===== src/rtl/tile_seq_pkg.sv =====
// Shared definitions for tile_sequencer: FSM state encoding, bit positions of
// the 34-bit core instruction word, the idle instruction and the field packer.
// Latency: none (types/functions only). Backpressure: not applicable.
package tile_seq_pkg;

  localparam int INST_W = 34;
  localparam int A_W    = 11;  // width of the A_pmem / A_xmem instruction fields

  // Instruction word bit positions
  localparam int B_ACC      = 33;
  localparam int B_CEN_P    = 32;
  localparam int B_WEN_P    = 31;
  localparam int B_AP_LSB   = 20;
  localparam int B_CEN_X    = 19;
  localparam int B_WEN_X    = 18;
  localparam int B_AX_LSB   = 7;
  localparam int B_OFIFO_RD = 6;
  localparam int B_IFIFO_WR = 5;
  localparam int B_IFIFO_RD = 4;
  localparam int B_L0_RD    = 3;
  localparam int B_L0_WR    = 2;
  localparam int B_EXEC     = 1;
  localparam int B_LOAD     = 0;

  // Both SRAMs disabled (CEN/WEN high), everything else quiet
  localparam logic [INST_W-1:0] INST_IDLE = 34'h1800C0000;

  typedef enum logic [3:0] {
    S_IDLE,
    S_W_RD,
    S_W_LD,
    S_W_SETTLE,
    S_X_RD,
    S_EXEC,
    S_DRAIN_RD,
    S_DRAIN_WR,
    S_DONE
  } state_t;

  typedef struct packed {
    logic           acc;
    logic           cen_p;
    logic           wen_p;
    logic [A_W-1:0] a_p;
    logic           cen_x;
    logic           wen_x;
    logic [A_W-1:0] a_x;
    logic           ofifo_rd;
    logic           ififo_wr;
    logic           ififo_rd;
    logic           l0_rd;
    logic           l0_wr;
    logic           execute;
    logic           load;
  } inst_f_t;

  function automatic inst_f_t idle_fields();
    inst_f_t f;
    f       = '0;
    f.cen_p = 1'b1;
    f.wen_p = 1'b1;
    f.cen_x = 1'b1;
    f.wen_x = 1'b1;
    return f;
  endfunction

  // Places each field at its documented bit position
  function automatic logic [INST_W-1:0] pack_inst(input inst_f_t f);
    logic [INST_W-1:0] w;
    w                   = '0;
    w[B_ACC]            = f.acc;
    w[B_CEN_P]          = f.cen_p;
    w[B_WEN_P]          = f.wen_p;
    w[B_AP_LSB +: A_W]  = f.a_p;
    w[B_CEN_X]          = f.cen_x;
    w[B_WEN_X]          = f.wen_x;
    w[B_AX_LSB +: A_W]  = f.a_x;
    w[B_OFIFO_RD]       = f.ofifo_rd;
    w[B_IFIFO_WR]       = f.ififo_wr;
    w[B_IFIFO_RD]       = f.ififo_rd;
    w[B_L0_RD]          = f.l0_rd;
    w[B_L0_WR]          = f.l0_wr;
    w[B_EXEC]           = f.execute;
    w[B_LOAD]           = f.load;
    return w;
  endfunction

endpackage


===== src/rtl/tile_sequencer.sv =====
// Sequences one systolic-array tile: weight load, activation stream, psum drain.
// Latency: inst/busy/done are registered; first instruction one cycle after start.
// Backpressure: drain entries wait on ofifo_valid (INST_IDLE while low); start ignored while busy.
//
// Ports: clk, reset (async active-low), start, acc_en, w_base/x_base/p_base
// (sampled on accepted start), ofifo_valid; inst (34-bit instruction word),
// busy, done (one-cycle pulse). Optional macro TILE_SEQ_ABORT_EN adds input
// abort, which returns any busy state to IDLE with no done pulse.
module tile_sequencer
  import tile_seq_pkg::*;
#(
  parameter int row     = 8,
  parameter int col     = 8,
  parameter int LEN_NIJ = 36,
  parameter int AW      = 11
) (
  input  logic          clk,
  input  logic          reset,
  input  logic          start,
  input  logic          acc_en,
  input  logic [AW-1:0] w_base,
  input  logic [AW-1:0] x_base,
  input  logic [AW-1:0] p_base,
  input  logic          ofifo_valid,
`ifdef TILE_SEQ_ABORT_EN
  input  logic          abort,
`endif
  output logic [33:0]   inst,
  output logic          busy,
  output logic          done
);

  localparam logic [6:0] ROW_C       = 7'(row);
  localparam logic [6:0] LEN_C       = 7'(LEN_NIJ);
  localparam logic [6:0] SETTLE_LAST = 7'(row + col - 1);

  state_t              state_q, state_d;
  logic [6:0]          cnt_q, cnt_d;      // shared phase counter / drain index k
  logic                go_q, go_d;        // current drain cycle actually issues
  logic                acc_q, acc_d;
  logic [AW-1:0]       w_base_q, w_base_d;
  logic [AW-1:0]       x_base_q, x_base_d;
  logic [AW-1:0]       p_base_q, p_base_d;
  logic [INST_W-1:0]   inst_q, inst_d;
  logic                busy_q, busy_d;
  logic                done_q, done_d;
  logic                abort_req;
  inst_f_t             f;

`ifdef TILE_SEQ_ABORT_EN
  assign abort_req = abort;
`else
  assign abort_req = 1'b0;
`endif

  // Next-state logic
  always_comb begin
    state_d  = state_q;
    cnt_d    = cnt_q;
    go_d     = 1'b0;
    acc_d    = acc_q;
    w_base_d = w_base_q;
    x_base_d = x_base_q;
    p_base_d = p_base_q;

    unique case (state_q)
      S_IDLE: begin
        if (start && !abort_req) begin
          state_d  = S_W_RD;
          cnt_d    = '0;
          acc_d    = acc_en;
          w_base_d = w_base;
          x_base_d = x_base;
          p_base_d = p_base;
        end
      end
      S_W_RD: begin
        if (cnt_q == ROW_C) begin
          state_d = S_W_LD;
          cnt_d   = '0;
        end else begin
          cnt_d = cnt_q + 7'd1;
        end
      end
      S_W_LD: begin
        if (cnt_q == ROW_C - 7'd1) begin
          state_d = S_W_SETTLE;
          cnt_d   = '0;
        end else begin
          cnt_d = cnt_q + 7'd1;
        end
      end
      S_W_SETTLE: begin
        if (cnt_q == SETTLE_LAST) begin
          state_d = S_X_RD;
          cnt_d   = '0;
        end else begin
          cnt_d = cnt_q + 7'd1;
        end
      end
      S_X_RD: begin
        if (cnt_q == LEN_C) begin
          state_d = S_EXEC;
          cnt_d   = '0;
        end else begin
          cnt_d = cnt_q + 7'd1;
        end
      end
      S_EXEC: begin
        if (cnt_q == LEN_C - 7'd1) begin
          state_d = acc_q ? S_DRAIN_RD : S_DRAIN_WR;
          cnt_d   = '0;
          go_d    = ofifo_valid;
        end else begin
          cnt_d = cnt_q + 7'd1;
        end
      end
      S_DRAIN_RD: begin
        if (go_q) begin
          // write half of the pair follows unconditionally
          state_d = S_DRAIN_WR;
          go_d    = 1'b1;
        end else begin
          go_d = ofifo_valid;
        end
      end
      S_DRAIN_WR: begin
        if (go_q) begin
          if (cnt_q == LEN_C - 7'd1) begin
            state_d = S_DONE;
            cnt_d   = '0;
          end else begin
            state_d = acc_q ? S_DRAIN_RD : S_DRAIN_WR;
            cnt_d   = cnt_q + 7'd1;
            go_d    = ofifo_valid;
          end
        end else begin
          go_d = ofifo_valid;
        end
      end
      S_DONE: begin
        state_d = S_IDLE;
      end
      default: begin
        state_d = S_IDLE;
        cnt_d   = '0;
      end
    endcase

    if (abort_req && (state_q != S_IDLE)) begin
      state_d = S_IDLE;
      cnt_d   = '0;
      go_d    = 1'b0;
    end
  end

  // Instruction for the cycle being entered, so inst lines up with state_q
  always_comb begin
    f = idle_fields();
    unique case (state_d)
      S_W_RD: begin
        if (cnt_d < ROW_C) begin
          f.cen_x = 1'b0;
          f.a_x   = A_W'(w_base_d + AW'(cnt_d));
        end
        // L0 write trails the SRAM read by one cycle
        f.l0_wr = (cnt_d != 7'd0);
      end
      S_W_LD: begin
        f.l0_rd = 1'b1;
        f.load  = 1'b1;
      end
      S_X_RD: begin
        if (cnt_d < LEN_C) begin
          f.cen_x = 1'b0;
          f.a_x   = A_W'(x_base_d + AW'(cnt_d));
        end
        f.l0_wr = (cnt_d != 7'd0);
      end
      S_EXEC: begin
        f.l0_rd   = 1'b1;
        f.execute = 1'b1;
      end
      S_DRAIN_RD: begin
        if (go_d) begin
          f.cen_p = 1'b0;
          f.a_p   = A_W'(p_base_d + AW'(cnt_d));
        end
      end
      S_DRAIN_WR: begin
        if (go_d) begin
          f.ofifo_rd = 1'b1;
          f.cen_p    = 1'b0;
          f.wen_p    = 1'b0;
          f.a_p      = A_W'(p_base_d + AW'(cnt_d));
          f.acc      = acc_d;
        end
      end
      default: begin
      end
    endcase
    inst_d = pack_inst(f);
    busy_d = (state_d != S_IDLE);
    done_d = (state_d == S_DONE);
  end

  always_ff @(posedge clk or negedge reset) begin
    if (!reset) begin
      state_q  <= S_IDLE;
      cnt_q    <= '0;
      go_q     <= 1'b0;
      acc_q    <= 1'b0;
      w_base_q <= '0;
      x_base_q <= '0;
      p_base_q <= '0;
      inst_q   <= INST_IDLE;
      busy_q   <= 1'b0;
      done_q   <= 1'b0;
    end else begin
      state_q  <= state_d;
      cnt_q    <= cnt_d;
      go_q     <= go_d;
      acc_q    <= acc_d;
      w_base_q <= w_base_d;
      x_base_q <= x_base_d;
      p_base_q <= p_base_d;
      inst_q   <= inst_d;
      busy_q   <= busy_d;
      done_q   <= done_d;
    end
  end

  assign inst = inst_q;
  assign busy = busy_q;
  assign done = done_q;

endmodule


===== config.mk =====
export PLATFORM = sky130hd
export DESIGN_NAME = tile_sequencer
export DESIGN_NICKNAME = d
export VERILOG_FILES = /design/src/rtl/tile_seq_pkg.sv /design/src/rtl/tile_sequencer.sv
export SDC_FILE = /design/constraint.sdc
export NUM_CORES = 1
export LEC_CHECK = 0
export ABC_CLOCK_PERIOD_IN_PS = 4900
export CORE_MARGIN = 1.5
export CORE_UTILIZATION = 55
export CTS_BUF_LIST = sky130_fd_sc_hd__clkbuf_8
export DETAILED_ROUTE_END_ITERATION = 7
export GPL_ROUTABILITY_DRIVEN = 0
export GPL_TIMING_DRIVEN = 0
export MAX_ROUTING_LAYER = met4
export PLACE_DENSITY = 0.91
export RECOVER_POWER = 50
export SLEW_MARGIN = 20
export SYNTH_ARGS = -nofsm -noshare
export SYNTH_HDL_FRONTEND = slang
export SYNTH_SLANG_ARGS = --single-unit

===== constraint.sdc =====
create_clock -name clk -period 4.9 [get_ports clk]
set_clock_uncertainty 0.2 [all_clocks]
set_input_delay 0.49 -clock clk [delete_from_list [all_inputs] [get_ports clk]]
set_output_delay 0.49 -clock clk [all_outputs]
set_load 0.03 [all_outputs]

==> run metrics <==
net switching power=around 0.00031 W; Clock power frac=a little under two fifths; Avg WL per Cell=17.5 µm; Data required, critical path=a little under 5 ns; crit start category=flop; Site Rows=32; First DRT Iteration DRCs=205; Final min period=roughly 4.6 ns; R2R Setup Slk=slightly below 0.3 ns; Power Internal=about 0.00096 W; I/O pins=74; dominant synthesized flop cell=dfrtp_1; Worst-Margin Slew=about 2.3 ns; Mean Syn Cell Area=around 11 µm²; net switching fraction of the power=24.3%; initial core utilization=a little under three fifths; grt ovf=0; full die area=0.00861 mm²; ratio of cells with drive above 1 in the final layout=around 15%; Crit Path Class=reg2reg; Fill cells=about 550; yosys warns=0; max cap viols=1; n_diodes=0; Slew Viols, Final=55; vias per cell=between 5 and 6; commonest non-fill, non-tap cells in the layout=76 x dfrtp_1, 57 x clkdlybuf4s50_1, 35 x nor2_1; RSZ-0062 raised after global routing=false; final worst slack=just under 0.3 ns; drt pass-1 iters=4; Cells after Synth=~420; arrival time at the worst endpoint=~4.7 ns; layout overhead on the synthesized area=23.7%; drt drc=0; final worst-path cycle share=a little over nine tenths; CTS Buf Count=9; gr usage total=about a quarter; Hold WC Path Type=reg2reg; Design Power=between 0.001 and 0.0015 W; post-synthesis sequential area ratio=roughly 45%; Syn Std Cell Area=between 0.004 and 0.005 mm²; crit path launch=cnt_q[1]$_DFF_PN0_; Power Density=approximately 230 mW/mm²; die width=between 90 and 100 µm; worst rel slew slack=-52.6%; crit path capture=inst[16]$_DFF_PN0_; initial antenna violation count=0; clk slew on worst S/H paths=roughly 0.09 ns; Root Driver=clkbuf_8; total number of vias=3,579; crit-path max FO=8; first-pass GRT wire length=17.0 mm; setup TNS=0 ns; post-synthesis cell type count=72; final hold violations=0; most common cell after layout, fill and taps aside=dfrtp_1; Fmax=about 0.22 GHz; Final Setup Violations=0; Final nets=~560; CP Capture Type=flop; port bufs=70; status=finished with violations; post-DP HPWL=approximately 7.8 mm; Seq pwr share=52.7%; worst r2r src=cnt_q[1]$_DFF_PN0_; Non-Filler Instances=just over 600; ys async rst share=100%; Gate power share=~10%; worst vdd ir=between 0.00015 and 0.0002 V; EDFF count, synth=0; Die Ht=a little over 90 µm; CTS tree=yes; violated checks=capacitance limit, slew limit; clock latency on the worst-skew pair=~0.37 ns; final wirelength=between 10 and 15 mm; Synth Register Bits=slightly below 80; Routed Antenna Nets=0; worst slack at placement=-0.574 ns; largest area contributor in the netlist=dfrtp_1; Core ar.=just under 0.008 mm²; Leakage Power=roughly 2.7 nW; pin count of the biggest net entering global routing=55; hold depth=1; r2r endpoint=inst[16]$_DFF_PN0_; H-tree depth=3; clock buffer depth=2; worst reg2reg path depth=18; vias in the first global route=between 3,000 and 4,000; clk sink count=79; Cells after DPL=590; Post-CTS Setup Bufs=0; Synth area leaders=dfrtp_1 43%, ha_1 6.5%, mux2_2 6.4%; post-synth top area share=42.9%
-- cell families after synthesis --
| group | count (synthesis) | share of synthesized area (%) |
|---|---|---|
| AOI/OAI and AO/OA | 92 | 16.1 |
| xor gates and xnor gates | 29 | 5.73 |
| adders and majority gates | 24 | 6.75 |
| buffers and inverters | 42 | 4.69 |
| DFF | 79 | 44.7 |
| muxes | 34 | 8.50 |
| other | 2 | 0.169 |
| and+or+nand+nor | 114 | 13.4 |
-- through the flow --
step	instance area (µm²)	hold slack (ns)	util [%]
final	5480	0.304	70.6
after global placement	5260	0.281	67.8
after floorplan	4440	-0.00559	-
after CTS	5490	0.308	70.7
after global routing	5480	0.325	70.6
after detailed placement	5290	0.227	68.1
-- power by group through the flow --
stage	combinational, W	sequential, W	clock (W)
global placement	0.000119	0.000681	0
global route	0.000139	0.000671	0.000506
floorplan	0.0000688	0.000681	0
CTS	0.000129	0.000670	0.000478
detailed placement	0.000127	0.000682	0
finish	0.000127	0.000670	0.000474
-- worst min path at each step --
stage	endpoint	slack (ns)	from
2_1_floorplan	acc_q$_DFF_PN0_	-0.006	reset
3_3_place_gp	p_base_q[0]$_DFF_PN0_	0.28	p_base_q[0]$_DFF_PN0_
3_5_place_dp	done$_DFF_PN0_	0.23	reset
4_1_cts	x_base_q[3]$_DFF_PN0_	0.31	x_base_q[3]$_DFF_PN0_
5_1_grt	w_base_q[0]$_DFF_PN0_	0.32	w_base_q[0]$_DFF_PN0_
6_report	p_base_q[2]$_DFF_PN0_	0.30	p_base_q[2]$_DFF_PN0_
-- final cells by class --
class | instances | area, µm² | area share, %
Multi-Input combinational cell | 296 | 2260 | 41.3
Buffer | 16 | 113 | 2.05
Clock inverter | 7 | 65.1 | 1.19
Sequential cell | 79 | 1980 | 36.1
Timing Repair Buffer | 72 | 717 | 13.1
Tap cell | 102 | 128 | 2.33
Inverter | 24 | 90.1 | 1.64
Clock buffer | 9 | 124 | 2.26
-- timing repair --
| action | 4_1_cts | 5_1_grt |
|---|---|---|
| gates resized for setup | 2 | 2 |
| hold buffers | 1 | 0 |
| hold endpoints to repair | 25 | 0 |
| setup endpoints to repair | 8 | 6 |
-- cells in the mapped netlist, drive strengths merged, types with 9 or more instances --
cell    n
inv    24
mux2   26
nor3    9
buf    13
ha     23
xor2    9
and3   11
dfrtp  76
nand2  17
xnor2  20
a21o   12
nor2   35
a21oi  18
nand3  11
-- state kept, by name, indices dropped and copies added, names as in the netlist --
| name | cells |
|---|---|
| acc_q | 1 |
| x_base_q | 11 |
| go_q | 1 |
| cnt_q | 7 |
| p_base_q | 11 |
| done | 1 |
| state_q | 4 |
| w_base_q | 11 |
| inst | 31 |
| busy | 1 |
-- critical path: stages (launching register included) --
cell     delay [ns]
dfrtp_1        0.43
ha_1           0.25
and2_1         0.30
nand3_1        0.20
a32oi_4        0.33
and3_1         0.23
buf_6          0.14
nor2_1         0.05
o21ai_0        0.26
o31ai_2        0.22
ha_1           0.41
a21o_1         0.24
a21o_1         0.18
a21o_1         0.20
a21o_1         0.18
a31oi_1        0.24
nor2_1         0.09
xnor2_1        0.13
a22o_1         0.20
-- metal layers --
layer  track usage, %  part of all wire (%)  vias up
met4             12.0                   3.2        0
met1             32.7                    42     1730
met3             3.86                   5.9       36
met5                -                     0        -
met2             42.2                    49      162
li1                 -                     -     1651
No activity file was read; power rests on OpenSTA's default activity.
